## config.mk

```make
export PLATFORM = sky130hd
export DESIGN_NAME = muldiv_unit
export DESIGN_NICKNAME = d
export VERILOG_FILES = /design/src/rtl/muldiv_pkg.sv /design/src/rtl/muldiv_iter.sv /design/src/rtl/muldiv_unit.sv
export SDC_FILE = /design/constraint.sdc
export NUM_CORES = 1
export LEC_CHECK = 0
export CORE_MARGIN = 3
export CORE_UTILIZATION = 35
export CTS_CLUSTER_SIZE = 40
export DETAILED_ROUTE_END_ITERATION = 16
export MAX_ROUTING_LAYER = met4
export PLACE_DENSITY = 0.64
export SETUP_SLACK_MARGIN = 0.1
export SYNTH_ARGS = -nofsm -noshare
export SYNTH_HDL_FRONTEND = slang
export SYNTH_SLANG_ARGS = --single-unit
```

## constraint.sdc

```tcl
create_clock -name clk -period 13.67 [get_ports clk]
set_clock_uncertainty 0.1 [all_clocks]
set_input_delay 2.0505 -clock clk [delete_from_list [all_inputs] [get_ports clk]]
set_output_delay 2.0505 -clock clk [all_outputs]
set_load 0.02 [all_outputs]
```

## src/rtl/muldiv_pkg.sv

```systemverilog
// Shared constants and enums for the RV32M multiply/divide unit.
package muldiv_pkg;

  localparam logic [6:0] OPCODE_OP     = 7'b0110011;
  localparam logic [6:0] FUNCT7_MULDIV = 7'h01;

  typedef enum logic [2:0] {
    F3_MUL, F3_MULH, F3_MULHSU, F3_MULHU, F3_DIV, F3_DIVU, F3_REM, F3_REMU
  } funct3_e;

  typedef enum logic [2:0] {
    ST_IDLE, ST_MUL, ST_DIV, ST_SPECIAL, ST_DONE
  } state_e;

  function automatic logic is_div_op(input funct3_e f);
    return f inside {F3_DIV, F3_DIVU, F3_REM, F3_REMU};
  endfunction

endpackage

```

## src/rtl/muldiv_iter.sv

```systemverilog
// Shared XLEN-step datapath: shift-add multiply or restoring divide on magnitudes.
module muldiv_iter #(
  parameter int XLEN = 32
) (
  input  logic            clk,
  input  logic            rst_n,
  input  logic            i_clear,
  input  logic            i_start,
  input  logic            i_div,
  input  logic [XLEN-1:0] i_a,
  input  logic [XLEN-1:0] i_b,
  output logic            o_last,
  output logic [XLEN-1:0] o_hi,
  output logic [XLEN-1:0] o_lo
);

  localparam int CW = $clog2(XLEN) + 1;

  logic            r_run;
  logic            r_div;
  logic [CW-1:0]   r_cnt;
  logic [XLEN-1:0] r_a;
  logic [XLEN-1:0] r_hi;
  logic [XLEN-1:0] r_lo;
  logic [XLEN:0]   w_sum;
  logic [XLEN:0]   w_sh;
  logic [XLEN:0]   w_diff;

  // o_hi/o_lo are the accumulator values after the current step; the top
  // samples them on the last step so the sign fix-up lands in the same cycle.
  always_comb begin
    w_sum  = {1'b0, r_hi} + (r_lo[0] ? {1'b0, r_a} : '0);
    w_sh   = {r_hi, r_lo[XLEN-1]};
    w_diff = w_sh - {1'b0, r_a};
    o_hi   = '0;
    o_lo   = '0;
    if (r_div) begin
      o_hi = w_diff[XLEN] ? w_sh[XLEN-1:0] : w_diff[XLEN-1:0];
      o_lo = {r_lo[XLEN-2:0], ~w_diff[XLEN]};
    end else begin
      o_hi = w_sum[XLEN:1];
      o_lo = {w_sum[0], r_lo[XLEN-1:1]};
    end
    o_last = r_run && (r_cnt == '0);
  end

  always_ff @(posedge clk or negedge rst_n) begin
    if (!rst_n) begin
      r_run <= 1'b0;
      r_div <= 1'b0;
      r_cnt <= '0;
      r_a   <= '0;
      r_hi  <= '0;
      r_lo  <= '0;
    end else if (i_clear) begin
      r_run <= 1'b0;
    end else if (i_start) begin
      r_run <= 1'b1;
      r_div <= i_div;
      r_a   <= i_a;
      r_hi  <= '0;
      r_lo  <= i_b;
      r_cnt <= CW'(XLEN - 1);
    end else if (r_run) begin
      r_hi <= o_hi;
      r_lo <= o_lo;
      if (r_cnt == '0) r_run <= 1'b0;
      else             r_cnt <= r_cnt - 1'b1;
    end
  end

endmodule

```

## src/rtl/muldiv_unit.sv

```systemverilog
// RV32M iterative multiply/divide unit: handshake FSM, decode, special cases, sign fix-up.
module muldiv_unit
  import muldiv_pkg::*;
#(
  parameter int XLEN = 32
) (
  input  logic            clk,
  input  logic            rst_n,
  input  logic            flush,
  input  logic            in_valid,
  output logic            in_ready,
  input  logic [6:0]      opcode,
  input  logic [2:0]      funct3,
  input  logic [6:0]      funct7,
  input  logic [XLEN-1:0] in1,
  input  logic [XLEN-1:0] in2,
  output logic            out_valid,
  input  logic            out_ready,
  output logic [XLEN-1:0] out,
  output logic            busy
);

  localparam logic [XLEN-1:0] MOST_NEG = {1'b1, {(XLEN-1){1'b0}}};

  state_e            r_state;
  funct3_e           r_f3;
  logic              r_neg;
  logic              r_rneg;
  logic [XLEN-1:0]   r_result;

  funct3_e           w_f3;
  logic              w_accept, w_legal, w_is_div, w_div0, w_ovf, w_special, w_start;
  logic              w_sa, w_sb, w_last;
  logic [XLEN-1:0]   w_mag1, w_mag2, w_spec_res, w_hi, w_lo, w_quo, w_rem, w_fix;
  logic [2*XLEN-1:0] w_prod;

  always_comb begin
    w_f3     = funct3_e'(funct3);
    w_legal  = (opcode == OPCODE_OP) && (funct7 == FUNCT7_MULDIV);
    w_accept = in_valid && in_ready && !flush;
    w_is_div = is_div_op(w_f3);
    w_sa     = (w_f3 inside {F3_MULH, F3_MULHSU, F3_DIV, F3_REM}) && in1[XLEN-1];
    w_sb     = (w_f3 inside {F3_MULH, F3_DIV, F3_REM}) && in2[XLEN-1];
    w_mag1   = w_sa ? -in1 : in1;
    w_mag2   = w_sb ? -in2 : in2;
    w_div0   = w_is_div && (in2 == '0);
    w_ovf    = (w_f3 inside {F3_DIV, F3_REM}) && (in1 == MOST_NEG) && (in2 == '1);
    w_special = w_div0 || w_ovf;
    w_spec_res = '0;
    if (w_div0)                 w_spec_res = (w_f3 inside {F3_DIV, F3_DIVU}) ? '1 : in1;
    else if (w_f3 == F3_DIV)    w_spec_res = MOST_NEG;
    w_start  = w_accept && w_legal && !w_special;
  end

  muldiv_iter #(.XLEN(XLEN)) u_iter (
    .clk     (clk),
    .rst_n   (rst_n),
    .i_clear (flush),
    .i_start (w_start),
    .i_div   (w_is_div),
    .i_a     (w_is_div ? w_mag2 : w_mag1),
    .i_b     (w_is_div ? w_mag1 : w_mag2),
    .o_last  (w_last),
    .o_hi    (w_hi),
    .o_lo    (w_lo)
  );

  // Divider leaves quotient in the low half, remainder in the high half.
  always_comb begin
    w_prod = r_neg ? -{w_hi, w_lo} : {w_hi, w_lo};
    w_quo  = r_neg ? -w_lo : w_lo;
    w_rem  = r_rneg ? -w_hi : w_hi;
    case (r_f3)
      F3_MUL:                     w_fix = w_prod[XLEN-1:0];
      F3_MULH, F3_MULHSU, F3_MULHU: w_fix = w_prod[2*XLEN-1:XLEN];
      F3_DIV, F3_DIVU:            w_fix = w_quo;
      default:                    w_fix = w_rem;
    endcase
  end

  always_ff @(posedge clk or negedge rst_n) begin
    if (!rst_n) begin
      r_state  <= ST_IDLE;
      r_f3     <= F3_MUL;
      r_neg    <= 1'b0;
      r_rneg   <= 1'b0;
      r_result <= '0;
    end else if (flush) begin
      r_state <= ST_IDLE;
    end else begin
      case (r_state)
        ST_IDLE: if (w_accept && w_legal) begin
          r_f3   <= w_f3;
          r_neg  <= w_sa ^ w_sb;
          r_rneg <= w_sa;
          if (w_special) begin
            r_result <= w_spec_res;
            r_state  <= ST_SPECIAL;
          end else begin
            r_state <= w_is_div ? ST_DIV : ST_MUL;
          end
        end
        ST_MUL, ST_DIV: if (w_last) begin
          r_result <= w_fix;
          r_state  <= ST_DONE;
        end
        ST_SPECIAL: r_state <= ST_DONE;
        ST_DONE:    if (out_ready) r_state <= ST_IDLE;
        default:    r_state <= ST_IDLE;
      endcase
    end
  end

  assign in_ready  = (r_state == ST_IDLE);
  assign busy      = (r_state != ST_IDLE);
  assign out_valid = (r_state == ST_DONE);
  assign out       = out_valid ? r_result : '0;

endmodule
```

; ---- Word-level counts from Yosys, hierarchy flattened
; Cells that the tools add are included.
[word_totals]
regBits = 144
inputBits = 86
output_inout_bits = 35
wordCells = 121
[classes]
add_sub_neg = 8
eq_ne = 26
n_mux = 38
bitwise = 3
n_reduce_logical = 35
[ops]
columns = operator, count
row1 = 32-bit 2-to-1 mux, 21
row2 = 32-bit negator, 4
row3 = 32-bit case mux with 3 select lines, 1
row4 = "32-bit == test, second input constant", 2
row5 = 64-bit 2-to-1 mux, 1
row6 = 64-bit negator, 1
row7 = 32-bit case mux with 2 select lines, 1
row8 = 32-bit by 33-bit adder with 33-bit output, 1
row9 = 33-bit by 32-bit subtractor with 33-bit output, 1
row10 = 32-bit zero test, 1
row11 = "3-bit == test, second input constant", 7
row12 = 6-bit 2-to-1 mux, 3
row13 = "3-bit by 2-bit == test with 1-bit output, second input constant", 5
row14 = 3-bit 2-to-1 mux, 4
row15 = 3-bit case mux with 4 select lines, 1
row16 = 1-bit logical AND, 11
row17 = "3-bit by 1-bit == test with 1-bit output, second input constant", 3
row18 = "3-bit by 2-bit != test with 1-bit output, second input constant", 3
row19 = 3-bit AND reduction, 3
row20 = "2-bit by 1-bit != test with 1-bit output, second input constant", 4
row21 = 2-bit nonzero test, 4
row22 = 4-bit nonzero test, 2
row23 = "7-bit by 1-bit == test with 1-bit output, second input constant", 1
row24 = "7-bit by 6-bit == test with 1-bit output, second input constant", 1
row25 = 14 further kinds, 24

; ---- Logic depth before layout (Yosys ltp)
; Gate-level depths: netlist (run 1).
[logic_depth]
ltp_word = 9
mapped_depth = 27
mapped_depth_nobuf = 22

; ---- Hierarchy
; A second synthesis (run 1) with hierarchy kept.
[hier_totals]
cells_unflattened = 2114
area_unflattened_um2 = 16189.3
[modules_own_cells]
columns = module, n_inst, cells_each, area_per_inst_um2, seq_area_each_um2
row1 = muldiv_iter, 1, 1086, 8974.9, 2602.5
row2 = muldiv_unit, 1, 1028, 7214.4, 1001.0

; ---- Worst setup path after synthesis (run 1)
; No wires, ideal clock.
[synth_timing]
kind = reg2reg
from = reg u_iter.r_div
to = reg r_result[14]
setup_ps = 132
t_arrival_ps = 6315
required_ps = 13438
slack_ps = 7124
stages_incl_launch_ff = 23
path_buffers = 10
period_less_slack_ps = 6546
path_cell_list = dfrtp_1 > clkbuf_1 > buf_1 > clkbuf_1 > clkbuf_1 > buf_1 > buf_1 > clkbuf_1 > buf_1 > mux2i_1 > ha_1 > o211ai_1 > or4_1 > or3_1 > or2_0 > clkbuf_1 > or4_1 > clkbuf_1 > o31ai_1 > xor2_1 > nor2_1 > a311oi_1 > o21ai_0
[synth_between]
elab_chain_cells = 6
word_cells_on_any_way = 11
cone_classes = 3 x add/sub / 8 x mux
[synth_rtl]
columns = element, line_no
row1 = "start, declared", muldiv_iter.sv:20  ; logic r_div;
row2 = "start signal, assigned", muldiv_iter.sv:59  ; r_div <= i_div;
row3 = 32-bit 2-to-1 mux, muldiv_iter.sv:37  ; if (r_div) begin
row4 = "64-bit negator, or another cell as far along", muldiv_unit.sv:70  ; w_prod = r_neg ? -{w_hi, w_lo} : {w_hi, w_lo};
row5 = "64-bit 2-to-1 mux, or another cell as far along", muldiv_unit.sv:70
row6 = 32-bit case mux with 3 select lines *, muldiv_unit.sv:73  ; case (r_f3)
row7 = 32-bit 2-to-1 mux *, muldiv_unit.sv:103  ; ST_MUL, ST_DIV: if (w_last) begin
row8 = 32-bit case mux with 2 select lines *, muldiv_unit.sv:91  ; case (r_state)
row9 = "end signal, assigned", muldiv_unit.sv:97  ; r_result <= w_spec_res;
row10 = "end signal, assigned", muldiv_unit.sv:104  ; r_result <= w_fix;
row11 = "end, declared", muldiv_unit.sv:29  ; logic [XLEN-1:0] r_result;
; Mark *: on every way between the ends. The rest lies on a longest branch, timed or not. The select of a mux whose other input is x is not followed.
; A chain may end at the register's enable or synchronous reset.

; ---- Worst setup path in the final report (run 1)
[layout_timing]
from = reg u_iter.r_hi[1]
to = reg r_result[14]
[layout_between]
elab_chain_cells = 8
word_cells_on_any_way = 15
cone_classes = 5 x add/sub / 9 x mux / 1 x bitwise
[layout_rtl]
columns = element, line_no
row1 = "start, declared", muldiv_iter.sv:23  ; logic [XLEN-1:0] r_hi;
row2 = "start signal, assigned", muldiv_iter.sv:65  ; r_hi <= o_hi;
row3 = 33-bit by 32-bit subtractor with 33-bit output, muldiv_iter.sv:34  ; w_diff = w_sh - {1'b0, r_a};
row4 = 32-bit 2-to-1 mux or 1-bit NOT (tied branches), "muldiv_iter.sv:38, muldiv_iter.sv:39"
row5 = 32-bit 2-to-1 mux, muldiv_iter.sv:37
row6 = "64-bit negator, or another cell as far along", muldiv_unit.sv:70
row7 = "64-bit 2-to-1 mux, or another cell as far along", muldiv_unit.sv:70
row8 = 32-bit case mux with 3 select lines *, muldiv_unit.sv:73
row9 = 32-bit 2-to-1 mux *, muldiv_unit.sv:103
row10 = 32-bit case mux with 2 select lines *, muldiv_unit.sv:91
; Marked as above.

==> impl_metrics.py, run 1 <==
metrics = {
    "logic_synthesis": {
        "synthCells": 2327,
        "async_reset_ff_share_pct": 100,
        "synth_edf_count": 0,
        "yosys-top-cells-count": "nor2_1, nand2_1, o21ai_0, a21oi_1, dfrtp_1",
        "avgSynthCellArea_um2": 7.15,
        "syn-num-nets": 2486,
        "yosysMostFrequentCell": "nor2_1",
        "yosysTopAreaCellShare_pct": 21.7,
        "synth_ff_type": "dfrtp_1",
        "yosys-top-cells-area": "dfrtp_1, o21ai_0, a21oi_1",
        "synth_seq_area_share_pct": 21.7,
        "ys_warn_count": 0,
        "syn-cell-area_um2": 16600,
        "synth.distinct_cells": 80,
        "synth_top_area_cell": "dfrtp_1",
        "ys_ff_latch": 144,
    },
    "power_and_ir_drop": {
        "p_switching_uw": 332,
        "power_density_nw_per_um2": 55.9,
        "p_leak_uw": 0.00791,
        "ir_worst_vdd_mv": 0.0549,
        "swShare_pct": 31.5,
        "power_frac_seq_pct": 40.4,
        "internal-power_uw": 722,
        "power.share.clock_pct": 45.7,
        "p_comb_share_pct": 13.8,
    },
    "grt": {
        "grt_max_degree": 105,
        "grt_usage_pct": 27.1,
        "grt_overflow": 0,
        "antenna_found_initial": 2,
        "first_global_vias": 16500,
        "grt_pass1_wl_mm": 102,
    },
    "routing": {
        "vias": 18100,
        "drtAntennaViolNets": 0,
        "drtIter0Drc": 2395,
        "wl_per_cell_um": 23.0,
        "via_per_inst": 6.11,
        "drtPass1Iterations": 8,
        "wl_mm": 68.3,
        "remaining_drc_errors": 0,
    },
    "cts": {
        "clkTransAtPathRegs_ps": 80,
        "numCtsBuffers": 17,
        "hold_buffers": 0,
        "clock-sinks": 144,
        "htree_levels": 4,
        "cts_tree": "done",
        "cts-root-buf": "clkbuf_16",
        "cts_max_path_buffers": 2,
        "clk_latency_ps": 440,
        "post_cts_buffers": 0,
        "cts.repair.resized": 0,
    },
    "finish": {
        "area_growth_pct": 13.4,
        "multi_input_area_um2": 12200,
        "post_route_cells_drive_above_1_share_pct": 4.40,
        "final_util_pct": 40.4,
        "register_area_um2": 3610,
        "nets": 2507,
        "n_antenna_cell": 0,
        "fillers": 4800,
    },
    "place": {
        "place_ws_ps": 6810,
        "hpwl_mm": 53.9,
        "gp_congestion": 1.06,
        "numPortBuffers": 120,
    },
    "sta": {
        "fin_crit_ps": 7030,
        "relSlewSlack_pct": 21.5,
        "finalMaxSlewViolations": 0,
        "fmax_ghz": 0.142,
        "worst_slack_ps": 6640,
        "post-route-period-util_pct": 51.4,
        "whs_ps": 374,
        "rsz0062_at_grt": "no",
        "hold_viol": 0,
        "totalNegativeSetupSlack_ps": 0,
        "worst_pin_slew_ps": 1170,
        "setup_viol": 0,
    },
    "min_path": {
        "hp-start": "r_result[6]",
        "whs_path_depth": 2,
        "min_path_type": "reg -> reg",
        "min_to": "r_result[6]",
    },
    "floorplanning": {
        "die_w_um": 224,
        "rows": 79,
        "io_pins": 121,
        "die_y_um": 224,
        "core_area_um2": 46800,
        "start_util_pct": 35.6,
        "die-area_um2": 50200,
    },
    "worst_setup_path": {
        "arrival_ps": 7240,
        "rr_worst_depth": 20,
        "path_class": "reg -> reg",
        "rrSetupSlack_ps": 6640,
        "cp.required_ps": 13880,
        "worstReg2RegEnd": "r_result[14]",
        "crit_fanout": 11,
        "endpoint_kind": "register",
        "worst_setup_path_start_kind": "register",
        "r2r_start": "u_iter.r_hi[1]",
    },
    "flow_run": {
        "maxCapViolations": 0,
    },
    "status": {
        "status": "completed",
    },
}
==> layout make-up <==
| cell class | instances | share of cell area [%] |
|---|---|---|
| Timing Repair Buffer | 147 | 7.42 |
| Inverter | 74 | 1.47 |
| Sequential cell | 144 | 19.1 |
| Tap cell | 607 | 4.02 |
| Clock inverter | 15 | 0.895 |
| Multi-Input combinational cell | 1964 | 64.8 |
| Clock buffer | 17 | 2.25 |
==> metrics by stage <==
| step | instance area (um2) | total power [uW] | cells |
|---|---|---|---|
| after floorplan | 16600 | 496 | 2327 |
| after global placement | 18300 | 577 | 2936 |
| after detailed placement | 18300 | 578 | 2936 |
| after CTS | 18900 | 1050 | 2968 |
| after global routing | 18900 | 1080 | 2968 |
| final | 18900 | 1050 | 2968 |
==> flip-flops by register name (all words and copies together), names as in the netlist <==
signal / count
r_f3: 3
r_neg: 1
r_result: 32
r_rneg: 1
r_state: 3
u_iter.r_a: 32
u_iter.r_cnt: 6
u_iter.r_div: 1
u_iter.r_hi: 32
u_iter.r_lo: 32
u_iter.r_run: 1
==> metal layers <==
metal / part of all wire, % / wire length [um] / global-route usage, %
met4: 4.8 / 3290 / 11.1
met3: 9.7 / 6650 / 6.28
met5: 0 / 0 / -
met1: 42 / 28700 / 35.6
met2: 43 / 29700 / 40.3
==> worst max path at each step <==
stage,start,end,slack (ps),cells after the start
finish,u_iter.r_hi[1],r_result[14],6640,20
floorplan,u_iter.r_div,r_result[14],7120,22
CTS,u_iter.r_hi[1],r_result[10],6750,20
global route,u_iter.r_lo[31],r_result[14],6320,22
global placement,u_iter.r_hi[1],r_result[14],6840,20
detailed placement,u_iter.r_hi[1],r_result[2],6810,21
==> worst max-delay path, cell delays in order, from the launching register on <==
cell and delay [ps]:
dfrtp_1 500, ha_1 420, nor2b_4 160, o31a_4 320, a21o_1 180, a221o_1 480, a211oi_2 240, buf_4 270
xnor2_2 90, a21boi_1 520, ha_1 310, o211ai_1 130, or4_1 540, or3_1 430, or2_0 380, or4_1 810
o31ai_1 360, xor2_1 170, nor2_1 60, a311oi_1 290, o21ai_0 120
==> kinds of logic (layout without fill, tap and decap cells) <==
| logic type | Yosys count | count (layout) | synth area share [%] |
|---|---|---|---|
| simple gates | 864 | 864 | 24.3 |
| compound gates | 742 | 742 | 27.6 |
| buf+inv | 219 | 253 | 5.01 |
| xor+xnor | 200 | 200 | 10.6 |
| flops | 144 | 144 | 21.7 |
| mux | 85 | 85 | 5.21 |
| fa+ha+maj | 73 | 73 | 5.58 |
==> layout by cell type (no fill, tap or decap), types with 17 or more instances in the layout <==
cell and count:
a211oi_1 25, a21o_1 33, a21oi_1 209, a221oi_1 18, a31oi_1 20, and2_1 73, buf_4 27, clkbuf_16 17
clkdlybuf4s50_1 118, dfrtp_1 143, ha_1 71, inv_1 71, mux2i_1 72, nand2_1 252, nand3_1 40, nand4_1 29
nor2_1 260, nor3_1 79, nor4_1 22, o211ai_1 56, o21ai_0 222, o31ai_1 32, or3_1 24, xnor2_1 112
xor2_1 86
==> power groups by stage <==
stage	registers, uW	logic, uW	clock network [uW]
floorplan	434	61.7	0
detailed placement	434	143	0
global placement	434	142	0
finish	426	146	482
global route	426	155	502
CTS	426	143	485
(Power assumes the default switching activity.)
==> inputs of run 2 (changes only) <==
- PLACE_DENSITY: 0.64 -> 0.66
- clock period: 13.67 -> 5.83 ns (I/O delays scaled with it)
==> run 2 against run 1 <==
  * Clock power increased by 140%
  * Largest power group unchanged
  * Fmax is 25% higher
  * Sequential power is 130% higher
==> impl_metrics.py, run 2 (same netlist as run 1, synthesis figures left out) <==
metrics = {
    "routing": {
        "met1_length_mm": 31.0,
        "routed-wl-met2_mm": 31.0,
        "wl_met3_mm": 6.51,
        "drtPass1Iterations": 6,
        "wl_per_cell_um": 23.7,
        "vias": 18400,
        "drtAntennaViolNets": 0,
        "wl_mm": 71.7,
        "maxUsedRoutingLayer": "met4",
        "via_per_inst": 6.06,
        "drtIter0Drc": 2617,
        "remaining_drc_errors": 0,
    },
    "worst_setup_path": {
        "path_class": "reg -> reg",
        "endpoint_kind": "register",
        "cp.required_ps": 6060,
        "critPathTopFamily": "compound AO/OA/AOI/OAI gates",
        "cp_slowest_cell": "or4_4",
        "arrival_ps": 5830,
        "critPathMaxStageDelay_ps": 460,
        "critPathBufInv": 1,
        "crit_fanout": 4,
        "path_cells": "inv_2, ha_4, fa_2, nor2b_4, o31a_4, a21o_1, a221o_1, a211oi_4, xnor2_2, a21boi_4, ha_4, o211ai_1, or4_4, or3_4, or2_4, or3_4, or2_2, o31ai_2, xnor2_1, o22ai_1, a21oi_1, o21ai_0",
        "worst_setup_path_start_kind": "register",
    },
    "sta": {
        "setup_viol": 0,
        "fin_crit_ps": 5600,
        "hold_viol": 0,
        "relSlewSlack_pct": 33.3,
        "finalMaxSlewViolations": 0,
        "totalNegativeSetupSlack_ps": 0,
        "fmax_ghz": 0.179,
        "worst_pin_slew_ps": 990,
        "post-route-period-util_pct": 96.1,
        "rsz0062_at_grt": "no",
    },
    "cts": {
        "numCtsBuffers": 17,
        "clkTransAtPathRegs_ps": 70,
        "htree_levels": 4,
        "cts_tree": "done",
        "clock-sinks": 144,
        "cts-root-buf": "clkbuf_16",
        "cts_max_path_buffers": 2,
        "hold_buffers": 0,
        "clk_latency_ps": 470,
    },
    "place": {
        "hpwl_mm": 57.2,
        "gp_congestion": 1.03,
        "numPortBuffers": 120,
    },
    "grt": {
        "antenna_found_initial": 5,
        "grt_overflow": 0,
        "grt_pass1_wl_mm": 107,
        "grt_max_degree": 103,
        "first_global_vias": 16900,
        "grt_usage_pct": 28.7,
    },
    "floorplanning": {
        "die_w_um": 224,
        "core_area_um2": 46800,
        "io_pins": 121,
        "start_util_pct": 35.6,
        "die_y_um": 224,
        "die-area_um2": 50200,
        "rows": 79,
    },
    "finish": {
        "layout.cells.most_common": "nor2_1",
        "nets": 2571,
        "n_antenna_cell": 0,
        "mostFrequentLayoutCells": "nor2_1, nand2_1, o21ai_0, a21oi_1, dfrtp_1",
        "register_area_um2": 3610,
        "multi_input_area_um2": 12400,
        "area_growth_pct": 17.3,
        "post_route_cells_drive_above_1_share_pct": 7.67,
        "final_util_pct": 41.7,
        "fillers": 4850,
    },
    "power_and_ir_drop": {
        "power_frac_seq_pct": 39.6,
        "swShare_pct": 28.6,
        "p_leak_uw": 0.00828,
        "p_switching_uw": 723,
        "p_comb_share_pct": 13.6,
        "ir_worst_vdd_mv": 0.196,
        "power_density_nw_per_um2": 129,
        "internal-power_uw": 1800,
        "power.share.clock_pct": 46.9,
    },
    "min_path": {
        "min_path_type": "in -> async",
    },
    "status": {
        "status": "completed",
    },
    "flow_run": {
        "maxCapViolations": 0,
    },
}
## run 2: what timing repair did
item	4_1_cts	5_1_grt
resized for setup	0	15
setup buffers	0	8
endpoints found under the setup margin	0	19
## run 2: path summary, 6_finish.rpt
check	cells past startpoint	end	start	slack [ps]
min in group clk	2	r_result[2]	r_result[2]	380
worst min register to register	2	r_result[2]	r_result[2]	380
worst max-delay path	22	r_result[20]	u_iter.r_lo[31]	230
worst max register to register	22	r_result[20]	u_iter.r_lo[31]	230
max in group asynchronous	2	u_iter.r_a[7]	rst_n	4150
worst min-delay path	1	r_result[0]	rst_n	330
## run 2: layout make-up
cell class | count | area share [%]
Sequential cell | 144 | 18.5
Inverter | 74 | 1.42
Clock inverter | 12 | 0.801
Tap cell | 607 | 3.89
Multi-Input combinational cell | 1964 | 63.3
Timing Repair Buffer | 211 | 9.80
Clock buffer | 19 | 2.27
## run 2: routing by layer
| layer | vias to the layer above | track usage (%) |
|---|---|---|
| met5 | - | - |
| met4 | 0 | 11.6 |
| met3 | 148 | 5.24 |
| met2 | 978 | 41.9 |
| met1 | 8709 | 39.3 |
| li1 | 8542 | - |
## run 2: power by group through the flow
stage | Sequential (uW) | Combinational (uW) | Clock (uW)
finish | 1000 | 342 | 1180
global route | 999 | 364 | 1240
CTS | 1000 | 336 | 1200
detailed placement | 1020 | 335 | 0
global placement | 1020 | 333 | 0
floorplan | 1020 | 146 | 0
## run 2: through the flow
| step | instance area, um2 | total power [uW] | hold slack [ps] | std cells | setup slack [ps] |
|---|---|---|---|---|---|
| floorplan | 16800 | 1160 | 330 | 2327 | 85.5 |
| global placement | 18800 | 1350 | 361 | 2992 | 182 |
| detailed placement | 18800 | 1350 | 374 | 2992 | 145 |
| CTS | 19400 | 2540 | 340 | 3023 | 100 |
| global route | 19500 | 2610 | 363 | 3031 | 84.7 |
| finish | 19500 | 2530 | 332 | 3031 | 229 |
